==> src/rtl/dm_lsu.sv <==
// Load/store sequencer for a 1024x32 single-port data memory with registered read. Latency is 1 cycle for a word store,
// 2 for a load and 3 for a sub-word store. Accepts one request at a time and is ready only in IDLE or DONE.
module dm_lsu #(
    parameter int bit_width      = 32,
    parameter int word_idx_width = 10
) (
    input  logic                 clk,
    input  logic                 rst,
    input  logic                 req_valid,
    output logic                 req_ready,
    input  logic                 req_we,
    input  logic [1:0]           req_size,
    input  logic                 req_unsigned,
    input  logic [bit_width-1:0] req_addr,
    input  logic [bit_width-1:0] req_wdata,
    output logic                 rsp_valid,
    output logic [bit_width-1:0] rsp_rdata,
    output logic                 rsp_err,
    output logic [bit_width-1:0] dm_addr,
    output logic [bit_width-1:0] dm_din,
    output logic                 dm_wr,
    input  logic [bit_width-1:0] dm_dout
);

    typedef enum logic [2:0] {IDLE, RD, WAIT, WR, DONE} state_t;

    typedef struct packed {
        logic                      we;
        logic [1:0]                size;
        logic                      uns;
        logic [1:0]                lo;
        logic [word_idx_width-1:0] idx;
    } req_t;

    state_t               state, state_nxt;
    req_t                 req_q;
    logic [bit_width-1:0] din_q, rdata_q, load_val, merged;
    logic                 err_q, accept, misaligned;
    logic [7:0]           lane_b;
    logic [15:0]          lane_h;
    logic                 unused_addr_hi;

    // High address bits are dropped on purpose: the memory aliases every 4 KiB.
    assign unused_addr_hi = ^req_addr[bit_width-1:word_idx_width+2];

    assign misaligned = (req_size == 2'b11)
                      | ((req_size == 2'b01) & req_addr[0])
                      | ((req_size == 2'b10) & (req_addr[1:0] != 2'b00));

    always_ff @(posedge clk) begin
        if (rst) state <= IDLE;
        else     state <= state_nxt;
    end

    always_comb begin
        state_nxt = state;
        req_ready = 1'b0;
        rsp_valid = 1'b0;
        dm_wr     = 1'b0;
        accept    = 1'b0;
        case (state)
            IDLE, DONE: begin
                req_ready = 1'b1;
                rsp_valid = (state == DONE);
                if (req_valid) begin
                    accept = 1'b1;
                    if (misaligned)                          state_nxt = DONE;
                    else if (req_we && req_size == 2'b10)    state_nxt = WR;
                    else                                     state_nxt = RD;
                end else begin
                    state_nxt = IDLE;
                end
            end
            RD:      state_nxt = WAIT;
            WAIT:    state_nxt = req_q.we ? WR : DONE;
            WR: begin
                dm_wr     = 1'b1;
                state_nxt = DONE;
            end
            default: state_nxt = IDLE;
        endcase
        // Reset wins over everything so an aborted WR never reaches the memory.
        if (rst) begin
            req_ready = 1'b0;
            rsp_valid = 1'b0;
            dm_wr     = 1'b0;
            accept    = 1'b0;
        end
    end

    always_comb begin
        lane_b = dm_dout[{req_q.lo, 3'b000} +: 8];
        lane_h = req_q.lo[1] ? dm_dout[31:16] : dm_dout[15:0];
        case (req_q.size)
            2'b00:   load_val = {{(bit_width-8){~req_q.uns & lane_b[7]}}, lane_b};
            2'b01:   load_val = {{(bit_width-16){~req_q.uns & lane_h[15]}}, lane_h};
            default: load_val = dm_dout;
        endcase
        merged = dm_dout;
        case (req_q.size)
            2'b00:   merged[{req_q.lo, 3'b000} +: 8]      = din_q[7:0];
            2'b01:   merged[{req_q.lo[1], 4'b0000} +: 16] = din_q[15:0];
            default: merged = dm_dout;
        endcase
    end

    always_ff @(posedge clk) begin
        if (rst) begin
            req_q   <= '0;
            din_q   <= '0;
            rdata_q <= '0;
            err_q   <= 1'b0;
        end else begin
            if (accept) begin
                req_q <= '{we: req_we, size: req_size, uns: req_unsigned,
                           lo: req_addr[1:0], idx: req_addr[word_idx_width+1:2]};
                err_q <= misaligned;
                if (req_we) din_q <= req_wdata;
            end
            // din_q keeps the right-aligned store data until the merge replaces it.
            if (state == WAIT) begin
                if (req_q.we) begin
                    din_q <= merged;
                end else begin
                    rdata_q <= load_val;
                    err_q   <= 1'b0;
                end
            end
        end
    end

    assign rsp_rdata = rdata_q;
    assign rsp_err   = err_q;
    assign dm_din    = din_q;
    assign dm_addr   = {{(bit_width-word_idx_width){1'b0}}, req_q.idx};

endmodule

==> config.mk <==
export PLATFORM = sky130hd
export DESIGN_NAME = dm_lsu
export DESIGN_NICKNAME = d
export VERILOG_FILES = /design/src/rtl/dm_lsu.sv
export SDC_FILE = /design/constraint.sdc
export NUM_CORES = 1
export LEC_CHECK = 0
export CAP_MARGIN = 10
export CORE_MARGIN = 5
export CORE_UTILIZATION = 47
export CTS_CLUSTER_DIAMETER = 120
export CTS_CLUSTER_SIZE = 28
export DETAILED_ROUTE_END_ITERATION = 16
export GPL_ROUTABILITY_DRIVEN = 0
export PLACE_DENSITY = 0.86
export SLEW_MARGIN = 20
export SYNTH_ARGS = -nofsm -noshare
export SYNTH_HDL_FRONTEND = slang
export SYNTH_SLANG_ARGS = --single-unit
==> constraint.sdc <==
create_clock -name clk -period 5.5 [get_ports clk]
set_clock_uncertainty 0.05 [all_clocks]
set_input_delay 1.1 -clock clk [delete_from_list [all_inputs] [get_ports clk]]
set_output_delay 1.1 -clock clk [all_outputs]
set_load 0.005 [all_outputs]
-- After elaboration in Yosys (flattened, before gate mapping)
Index checks and enable logic that the tools add are counted.
- shifts and indexed selects: 5
- add/sub/neg operators: 2
- equality and inequality tests: 8
- bitwise operators: 8
- multiplexer cells: 26
- reductions and logical operators: 6
- operators by type and width (operator ; count):
    2-to-1 mux 32 bit ; 4
    one-hot mux 32 bit (2 select lines) ; 2
    bitwise mux 32 bit ; 2
    variable shift 16 x 7 -> 32 bit, first input constant ; 1
    variable shift 8 x 7 -> 32 bit, first input constant ; 1
    indexed part select 16 x 7 -> 32 bit ; 1
    indexed part select 32 x 6 -> 8 bit ; 1
    indexed part select 8 x 7 -> 32 bit ; 1
    2-to-1 mux 16 bit ; 1
    negation 5 -> 7 bit ; 2
    2-to-1 mux 1 bit ; 12
    one-hot mux 3 bit (4 select lines) ; 1
    2-to-1 mux 3 bit ; 3
    equality test 3 x 2 -> 1 bit, second input constant ; 2
    AND 1 bit ; 4
    equality test 2 x 1 -> 1 bit, second input constant ; 2
    equality test 2 bit, second input constant ; 2
    equality test 3 x 1 -> 1 bit, second input constant ; 1
    equality test 3 bit, second input constant ; 1
    logical NOT 3 bit ; 1
    logical NOT 2 bit ; 1
    2-to-1 mux 2 bit ; 1
    NOT 1 bit ; 2
    OR 1 bit ; 2
    other kinds (4) ; 4
- register bits after elaboration: 84
- input port bits: 103
- word-level logic and storage cells: 64

-- Depth between registers and ports, before layout
Gate-level depths: netlist (run 1).
- word-level depth: 7
- mapped depth: 10
- gate-level depth less buffers: 7

-- Worst setup path before layout (run 1)
OpenSTA, ideal clock, no wires.
- path kind: input port to output port
- from: input port rst
- to: output port dm_wr
- data arrival time: 1.755 ns
- stages on the path: 3
- setup slack: 2.595 ns
- required time: 4.350 ns
- buffers on the path: 2
- cell sequence: clkbuf_1 buf_1 nor3_1
- word-level cells in the longest chain between the ends: 1
- RTL lines (element ; RTL line ; text):
    start: declaration ; 8 ; input logic rst,
    2-to-1 mux 1 bit ; 83 ; if (rst) begin
    end: declaration ; 21 ; output logic dm_wr,
No other way between the ends.

-- Final worst setup path (run 1)
- from: input port rst
- to: output port rsp_valid
- word-level cells in the longest chain between the ends: 1
- RTL lines (element ; RTL line ; text):
    2-to-1 mux 1 bit ; 83 ;
    end: declaration ; 16 ; output logic rsp_valid,
No other way between the ends.

==> results of run 1 <==
-- layout by cell type (no fill, tap or decap), types with 8 or more instances in the layout --
cell and count:
clkdlybuf4s50_1 159, nand2_1 116, dfxtp_1 84, nor2_1 52
a22o_1 45, a221oi_1 30, o21ai_1 29, a311oi_1 29
a21oi_1 27, conb_1 22, a211oi_1 19, nand2b_1 11
mux2i_1 11, inv_1 11, clkbuf_8 10, nand3_1 9
nor3_1 8, nor2b_1 8
-- metrics by stage --
step | util | instance area (um^2) | worst slack [ns] | hold slack (ns)
2_1_floorplan | - | 5110 | 2.60 | 0.393
3_3_place_gp | 0.623 | 6460 | 2.32 | 0.405
3_5_place_dp | 0.623 | 6460 | 2.32 | 0.407
4_1_cts | 0.644 | 6680 | 2.30 | 0.433
5_1_grt | 0.644 | 6680 | 2.24 | 0.449
6_report | 0.644 | 6680 | 2.30 | 0.436
-- final timing paths --
check / from / endpoint / cells after the start
min: dm_addr[8] / dm_addr[8] / 1
max reg2reg: req_q[11] / dm_din[17] / 8
max: rst / rsp_valid / 4
min reg2reg: dm_addr[8] / dm_addr[8] / 1
-- metal layers --
| layer | vias to the layer above | wire, um | share of wire | global-route usage |
|---|---|---|---|---|
| li1 | 2504 | - | - | - |
| met1 | 2565 | 6710 | 0.38 | 0.310 |
| met2 | 379 | 8210 | 0.47 | 0.430 |
| met3 | 70 | 1730 | 0.099 | 0.0626 |
| met4 | 0 | 898 | 0.051 | 0.144 |
| met5 | - | 0 | 0 | 0 |
-- power breakdown --
| group | internal [mW] | switching, mW | total, mW |
|---|---|---|---|
| Sequential | 0.639 | 0.0343 | 0.674 |
| Combinational | 0.172 | 0.185 | 0.357 |
| Clock | 0.268 | 0.232 | 0.500 |
| Total | 1.08 | 0.451 | 1.53 |
-- logic make-up (layout without fill, tap and decap cells) --
| family | count (synthesis) | count (layout) |
|---|---|---|
| other | 1 | 22 |
| buffers and inverters | 94 | 197 |
| AOI/OAI and AO/OA | 208 | 208 |
| muxes | 12 | 12 |
| DFF | 84 | 84 |
| adders and majority gates | 5 | 5 |
| and+or+nand+nor | 227 | 227 |
-- area by class of cell --
class | count | area, um^2
clock buffer | 10 | 138
fill | 865 | 3690
timing repair buffer | 167 | 1650
multi-input combinational | 474 | 2900
sequential | 84 | 1680
clock inverter | 5 | 85.1
inverter | 15 | 56.3
tap | 136 | 170
-- registers in the layout, indices dropped and copies added (netlist names) --
name and cells:
dm_addr 10, dm_din 32, req_q 6, rsp_err 1
rsp_rdata 32, state 3
==> flow_metrics.tcl, run 1 <==
set metrics [dict create \
    drt_first_pass_iters 6 \
    boundaryPins 203 \
    cts.sinks 84 \
    numPortBuffers 160 \
    max_slew_margin 0.282 \
    synthAdderAreaFrac 0.0124 \
    synth-seq-cells 84 \
    grtUsageTotal 0.260 \
    cts_hold_buf 0 \
    maxSlewViolCount 0 \
    crit_fanout 5 \
    endpoint_kind "primary output" \
    ctsRootBufferMaster "clkbuf_8" \
    yosys-mux-area-fraction 0.0241 \
    layout_worst_path_cycle_share 0.581 \
    routed_wirelength_um 17600 \
    synth_area_um2 5030 \
    clk-insertion-delay-late_ns 0.35 \
    synth_flop_cell "dfxtp_1" \
    worstSetupStartpointType "input pin" \
    numCtsBuffers 9 \
    status "finished clean" \
    synth_top_family_by_area "compound AO/OA/AOI/OAI gates" \
    yosys.area_share.simple 0.205 \
    via_per_inst 6.19 \
    rows 37 \
    coreArea_um2 10400 \
    cts_setup_buffers 0 \
    cts_resized 0 \
    antenna_left 0 \
    leakagePower_nw 2.29 \
    fp.dieArea_um2 12900 \
    synth_compound_area_frac 0.317 \
    setup_viol 0 \
    ys_types 45 \
    peakVddDrop_mv 0.136 \
    synthTopCellsByArea "dfxtp_1 (33%), nand2_1 (8.6%), a22o_1 (7.8%), buf_4 (5.7%), a221oi_1 (5.2%)" \
    min_path_type "reg -> reg" \
    synthArstFlopShare 0 \
    vias 5518 \
    synth_top_area_share 0.334 \
    cp.arrival_ns 2.05 \
    max_cap_violations 0 \
    wl_per_cell_um 19.7 \
    fin_nets 859 \
    ff2ff_setup_slack_ns 2.49 \
    area_growth_pct 32.7 \
    antenna_found_initial 0 \
    grt_pass1_vias 5436 \
    total_power_mw 1.53 \
    synth_area_per_cell_um2 7.98 \
    tns_ns 0 \
    crit_slowest_cell "clkdlybuf4s50_1" \
    crit_type "in -> out" \
    cts.htree.levels 3 \
    yosysWarnings 0 \
    fp.dieW_um 114 \
    final_cells 891 \
    yosysTopAreaCell "dfxtp_1" \
    path_buf_inv 2 \
    synth.most_common_cell "nand2_1" \
    dpl.hpwl_um 12800 \
    cp.required_ns 4.35 \
    grt_max_degree 74 \
    synth_edf_count 0 \
    cpLargestDelayFamily "buffers and inverters" \
    grt_pass1_wl_um 27300 \
    cp_slowest_stage_delay_ns 0.49 \
    layout-drive-gt1-share 0.0636 \
    synth-xor-area-share 0 \
    cts_tree "built" \
    start_util 0.486 \
    power.density_nw_per_um2 229 \
    netlist_instances 631 \
    post-route-drc-count 0 \
    clk_pin_slew_worst_paths_ns 0.09 \
    fmax_ghz 0.313 \
    post-route-min-period_ns 3.20 \
    grt-ovfl-total 0 \
    path_cells "buf_2, nor3_4, and2_1, clkdlybuf4s50_1" \
    rsz0062_at_grt "no" \
    clockBufferDepth 2 \
    worst_slew_pin_slew_ns 1.08 \
    drtIter0Drc 734 \
    diodes 0 \
    dp.cells 876 \
    dieHeight_um 114 \
    final_hold_viol_count 0 \
    synth_top_cells_by_count "nand2_1 (116), dfxtp_1 (84), nor2_1 (52)" \
    synth-seq-area-share 0.334 \
]
Note: power is estimated with default switching activity, not from simulation.
==> inputs of run 2 (changes only) <==
- CORE_UTILIZATION: 47 -> 44
- PLACE_DENSITY: 0.86 -> 0.81
- clock period: 5.5 -> 3.3 ns (I/O delays scaled with it)
==> run 2 against run 1 <==
Final area grew 2.7%. First-iteration DRC count shrank 2.6%. Cell count grew 1.6%. Sequential power grew 68%. Total power grew 90%. Register-to-register slack lost 1.7 ns. Utilization shrank 3.8 points. Sequential share of layout area shrank 0.66 points. Worst setup slack lost 1.5 ns. Worst hold slack lost 0.0064 ns. Sequential cell count is the same. Critical path type is now reg -> reg. Critical endpoint is now dm_din[18]. Highest routed layer unchanged.
==> flow_metrics.tcl, run 2 (synthesis gave the netlist of run 1 again) <==
set metrics [dict create \
    maxSlewViolCount 0 \
    grt_max_degree 74 \
    crit_fanout 9 \
    antenna_left 0 \
    fp.dieArea_um2 13700 \
    crit_start "req_q[10]" \
    vias 5469 \
    fp.dieW_um 117 \
    numPortBuffers 160 \
    crit_type "reg -> reg" \
    min_path_type "reg -> reg" \
    cp.arrival_ns 2.63 \
    max_cap_violations 0 \
    placed_area_um2 6510 \
    layout-drive-gt1-share 0.0696 \
    dpl.hpwl_um 12900 \
    numCtsBuffers 9 \
    r2r-start "req_q[10]" \
    cts_setup_buffers 0 \
    tns_ns 0 \
    cts_hold_buf 0 \
    cp.required_ns 3.44 \
    drtIter0Drc 715 \
    dieHeight_um 117 \
    clk_pin_slew_worst_paths_ns 0.06 \
    timing.rr.end "dm_din[18]" \
    via_per_inst 6.04 \
    preCtsSetupSlack_ns 0.813 \
    final_hold_viol_count 0 \
    peakVddDrop_mv 0.278 \
    cts_resized 0 \
    stdcell_area_um2 6860 \
    fmax_ghz 0.401 \
    cts_tree "built" \
    rsz0062_at_grt "no" \
    wl_per_cell_um 19.4 \
    max_slew_margin 0.496 \
    power.density_nw_per_um2 424 \
    endpoint_kind "flip-flop" \
    boundaryPins 203 \
    routed_wirelength_um 17500 \
    nFillCells 972 \
    post-route-drc-count 0 \
    status "finished clean" \
    antenna_found_initial 0 \
    clockBufferDepth 2 \
    multi_input_area_um2 2900 \
    final_cell_mix "clkdlybuf4s50_1 (159), nand2_1 (116), dfxtp_1 (84), nor2_1 (52), a22o_1 (45)" \
    ff2ff_setup_slack_ns 0.80 \
    cts.htree.levels 3 \
    coreArea_um2 11300 \
    rows 39 \
    fin_ws_ns 0.805 \
    diodes 0 \
    post-route-min-period_ns 2.50 \
    leakagePower_nw 2.39 \
    r2r_cells 7 \
    grt-ovfl-total 0 \
    clk-insertion-delay-late_ns 0.34 \
    cp-endpoint "dm_din[18]" \
    ctsRootBufferMaster "clkbuf_16" \
    final_core_util 0.606 \
    fin_nets 865 \
    worst_slew_pin_slew_ns 0.756 \
    worstSetupStartpointType "flip-flop" \
    layout_worst_path_cycle_share 0.756 \
    drt_first_pass_iters 6 \
    setup_viol 0 \
    final_common_cell "clkdlybuf4s50_1" \
    grt_pass1_wl_um 26700 \
    grtUsageTotal 0.249 \
    cts.sinks 84 \
    start_util 0.445 \
    seq_area_um2 1680 \
    area_growth_pct 36.3 \
    grt_pass1_vias 5153 \
]
[run 2: stage by stage]
stage / hold slack [ns] / std cells / total power, mW
after global routing: 0.447 / 905 / 3.02
final: 0.429 / 905 / 2.91
after CTS: 0.431 / 905 / 2.90
after detailed placement: 0.408 / 889 / 1.73
after floorplan: 0.393 / 652 / 1.47
after global placement: 0.406 / 889 / 1.72
[run 2: critical path, cell delays in order (launching register included)]
cell      delay (ns)
dfxtp_1         0.57
inv_2           0.11
ha_1            0.35
nor2b_1         0.15
and3_1          0.28
a22o_1          0.20
a221oi_1        0.53
a311oi_1        0.10
[run 2: worst min path at each step]
stage | to | startpoint | slack (ns) | depth (start not counted)
4_1_cts | dm_addr[0] | dm_addr[0] | 0.43 | 1
6_report | dm_addr[0] | dm_addr[0] | 0.43 | 1
2_1_floorplan | req_q[12] | req_q[12] | 0.39 | 1
5_1_grt | dm_addr[0] | dm_addr[0] | 0.45 | 1
3_3_place_gp | dm_addr[3] | dm_addr[3] | 0.41 | 1
3_5_place_dp | dm_addr[6] | dm_addr[6] | 0.41 | 1
[run 2: per-layer routing]
layer	global-route usage	vias up	part of all wire
li1	-	2524	-
met1	0.301	2512	0.37
met2	0.407	381	0.48
met3	0.0638	52	0.12
met4	0.129	0	0.041
met5	0	-	0
[run 2: cell type report]
| class | instances | share of cell area |
|---|---|---|
| well taps | 143 | 0.0261 |
| multi-input cells | 474 | 0.423 |
| inverters | 15 | 0.00821 |
| clock inverters | 5 | 0.0157 |
| flip-flops and latches | 84 | 0.245 |
| clock buffers | 11 | 0.0354 |
| repair buffers | 173 | 0.247 |
[run 2: power by group]
| part | switching [mW] | internal, mW |
|---|---|---|
| clock network | 0.420 | 0.765 |
| registers | 0.0613 | 1.07 |
| logic | 0.304 | 0.292 |
==> inputs of run 3 (changes only) <==
- CORE_UTILIZATION: 44 -> 40
- PLACE_DENSITY: 0.81 -> 0.78
- clock period: 3.3 -> 2.2 ns (I/O delays scaled with it)
==> run 3 against run 2 <==
Die area rose by 9.1%. Routed wire length up 4.1%. Register-to-register slack worse by 0.74 ns. Utilization is 4.0 points lower. Worst setup slack got worse by 0.74 ns. Sequential cell count is the same. Total power grew 37%. First-iteration DRC count decreased by 6.6%. Global-route usage decreased by 0.93 points. Sequential power grew 49%. Largest cell class unchanged. Highest routed layer unchanged.
==> flow_metrics.tcl, run 3 (synthesis gave the netlist of run 1 again) <==
set metrics [dict create \
    ctsRootBufferMaster "clkbuf_16" \
    diodes 0 \
    fmax_ghz 0.467 \
    peakVddDrop_mv 0.426 \
    cp.arrival_ns 2.33 \
    ff2ff_setup_slack_ns 0.06 \
    status "finished clean" \
    power.density_nw_per_um2 566 \
    clk_pin_slew_worst_paths_ns 0.06 \
    final_cell_mix "clkdlybuf4s50_1 (159), nand2_1 (116), dfxtp_1 (82), nor2_1 (51), a22o_1 (45)" \
    multi_input_area_um2 2930 \
    max_slew_margin 0.556 \
    routed_wirelength_um 18300 \
    boundaryPins 203 \
    total_power_mw 4.00 \
    layout_worst_path_cycle_share 0.972 \
    final_common_cell "clkdlybuf4s50_1" \
    crit_fanout 19 \
    cts.sinks 84 \
    crit_type "reg -> reg" \
    antenna_left 0 \
    numCtsBuffers 9 \
    wl_per_cell_um 19.1 \
    drt_first_pass_iters 5 \
    whs_endpoint "dm_addr[2]" \
    fin_nets 890 \
    seq_area_um2 1680 \
    antenna_found_initial 0 \
    grt_pass1_vias 5494 \
    final_hold_viol_count 0 \
    via_per_inst 5.83 \
    post-route-min-period_ns 2.14 \
    fp.dieW_um 122 \
    min_from "dm_addr[2]" \
    cp.required_ns 2.39 \
    nFillCells 1122 \
    rows 41 \
    worstSetupStartpointType "flip-flop" \
    final_core_util 0.566 \
    clockBufferDepth 2 \
    r2r_cells 9 \
    swShare 0.294 \
    coreArea_um2 12500 \
    timing.rr.end "dm_din[12]" \
    maxSlewViolCount 0 \
    clk-insertion-delay-late_ns 0.35 \
    r2r-start "req_q[11]" \
    timing.hold.ws_ns 0.427 \
    grt-ovfl-total 0 \
    combPwrFrac 0.240 \
    fp.dieArea_um2 14900 \
    grt_max_degree 47 \
    clkPwrFrac 0.340 \
    worst_slew_pin_slew_ns 0.666 \
    dieHeight_um 122 \
    endpoint_kind "flip-flop" \
    stdcell_area_um2 7060 \
    grt_pass1_wl_um 27900 \
    cts_tree "built" \
    min_path_type "reg -> reg" \
    max_cap_violations 0 \
    min_path_cells 1 \
    numPortBuffers 160 \
    intPower_mw 2.82 \
    area_growth_pct 40.2 \
    leakagePower_nw 2.48 \
    post-route-drc-count 0 \
    layout-drive-gt1-share 0.110 \
    dpl.hpwl_um 13800 \
    cts.htree.levels 3 \
    p_switching_mw 1.17 \
    seqPwrFrac 0.421 \
    vias 5577 \
    start_util 0.404 \
    drtIter0Drc 668 \
    setup_viol 0 \
    grtUsageTotal 0.239 \
    placed_area_um2 6760 \
]
-- run 3: critical path, cell delays in order, from the launching register on --
cell and delay [ns]:
dfxtp_1 0.33, inv_2 0.07, buf_4 0.19, buf_12 0.17, ha_2 0.21, nand3_2 0.12
nor3_4 0.37, a22o_1 0.19, a221oi_1 0.08, a311oi_1 0.26
-- run 3: metrics by stage --
stage                     setup slack [ns]  TNS, ns  std cells
after floorplan                     0.0180        0        652
after global placement               0.131        0        943
after detailed placement            0.0346        0        943
after CTS                           0.0151        0        957
after global routing               -0.0127  -0.0189        957
final                               0.0606        0        957
-- run 3: cell type report --
cell class / instances / share of cell area
clock buffer: 9 / 0.0319
clock inverter: 5 / 0.00443
inverter: 15 / 0.00797
multi-input combinational: 474 / 0.415
sequential: 84 / 0.239
tap: 172 / 0.0305
timing repair buffer: 198 / 0.272
-- run 3: repair_timing --
action | CTS | global route
endpoints found under the setup margin | 2 | 12
hold endpoints to repair | 0 | 0
buffers inserted | 0 | 0
hold buffers | 0 | 0
gates cloned | 0 | 0
pin swaps | 0 | 7
gates resized for setup | 2 | 10
-- run 3: layer usage --
metal,global-route usage,share of wire
met4,0.131,0.054
met5,0,0
met1,0.279,0.37
met2,0.391,0.47
met3,0.0757,0.10
-- run 3: how the worst max path moves through the flow --
stage | startpoint | endpoint | slack, ns
after detailed placement | req_q[11] | dm_din[12] | 0.03
final | req_q[11] | dm_din[12] | 0.06
after CTS | req_q[11] | dm_din[12] | 0.02
after global placement | req_q[11] | dm_din[12] | 0.13
after floorplan | req_q[11] | dm_din[23] | 0.02
after global routing | req_q[11] | dm_din[13] | -0.01
-- run 3: power groups by stage --
stage | Clock (mW) | Sequential, mW | Combinational (mW)
2_1_floorplan | 0 | 1.69 | 0.506
3_3_place_gp | 0 | 1.71 | 0.908
3_5_place_dp | 0 | 1.71 | 0.931
4_1_cts | 1.37 | 1.68 | 0.935
5_1_grt | 1.45 | 1.69 | 1.03
6_report | 1.36 | 1.68 | 0.958
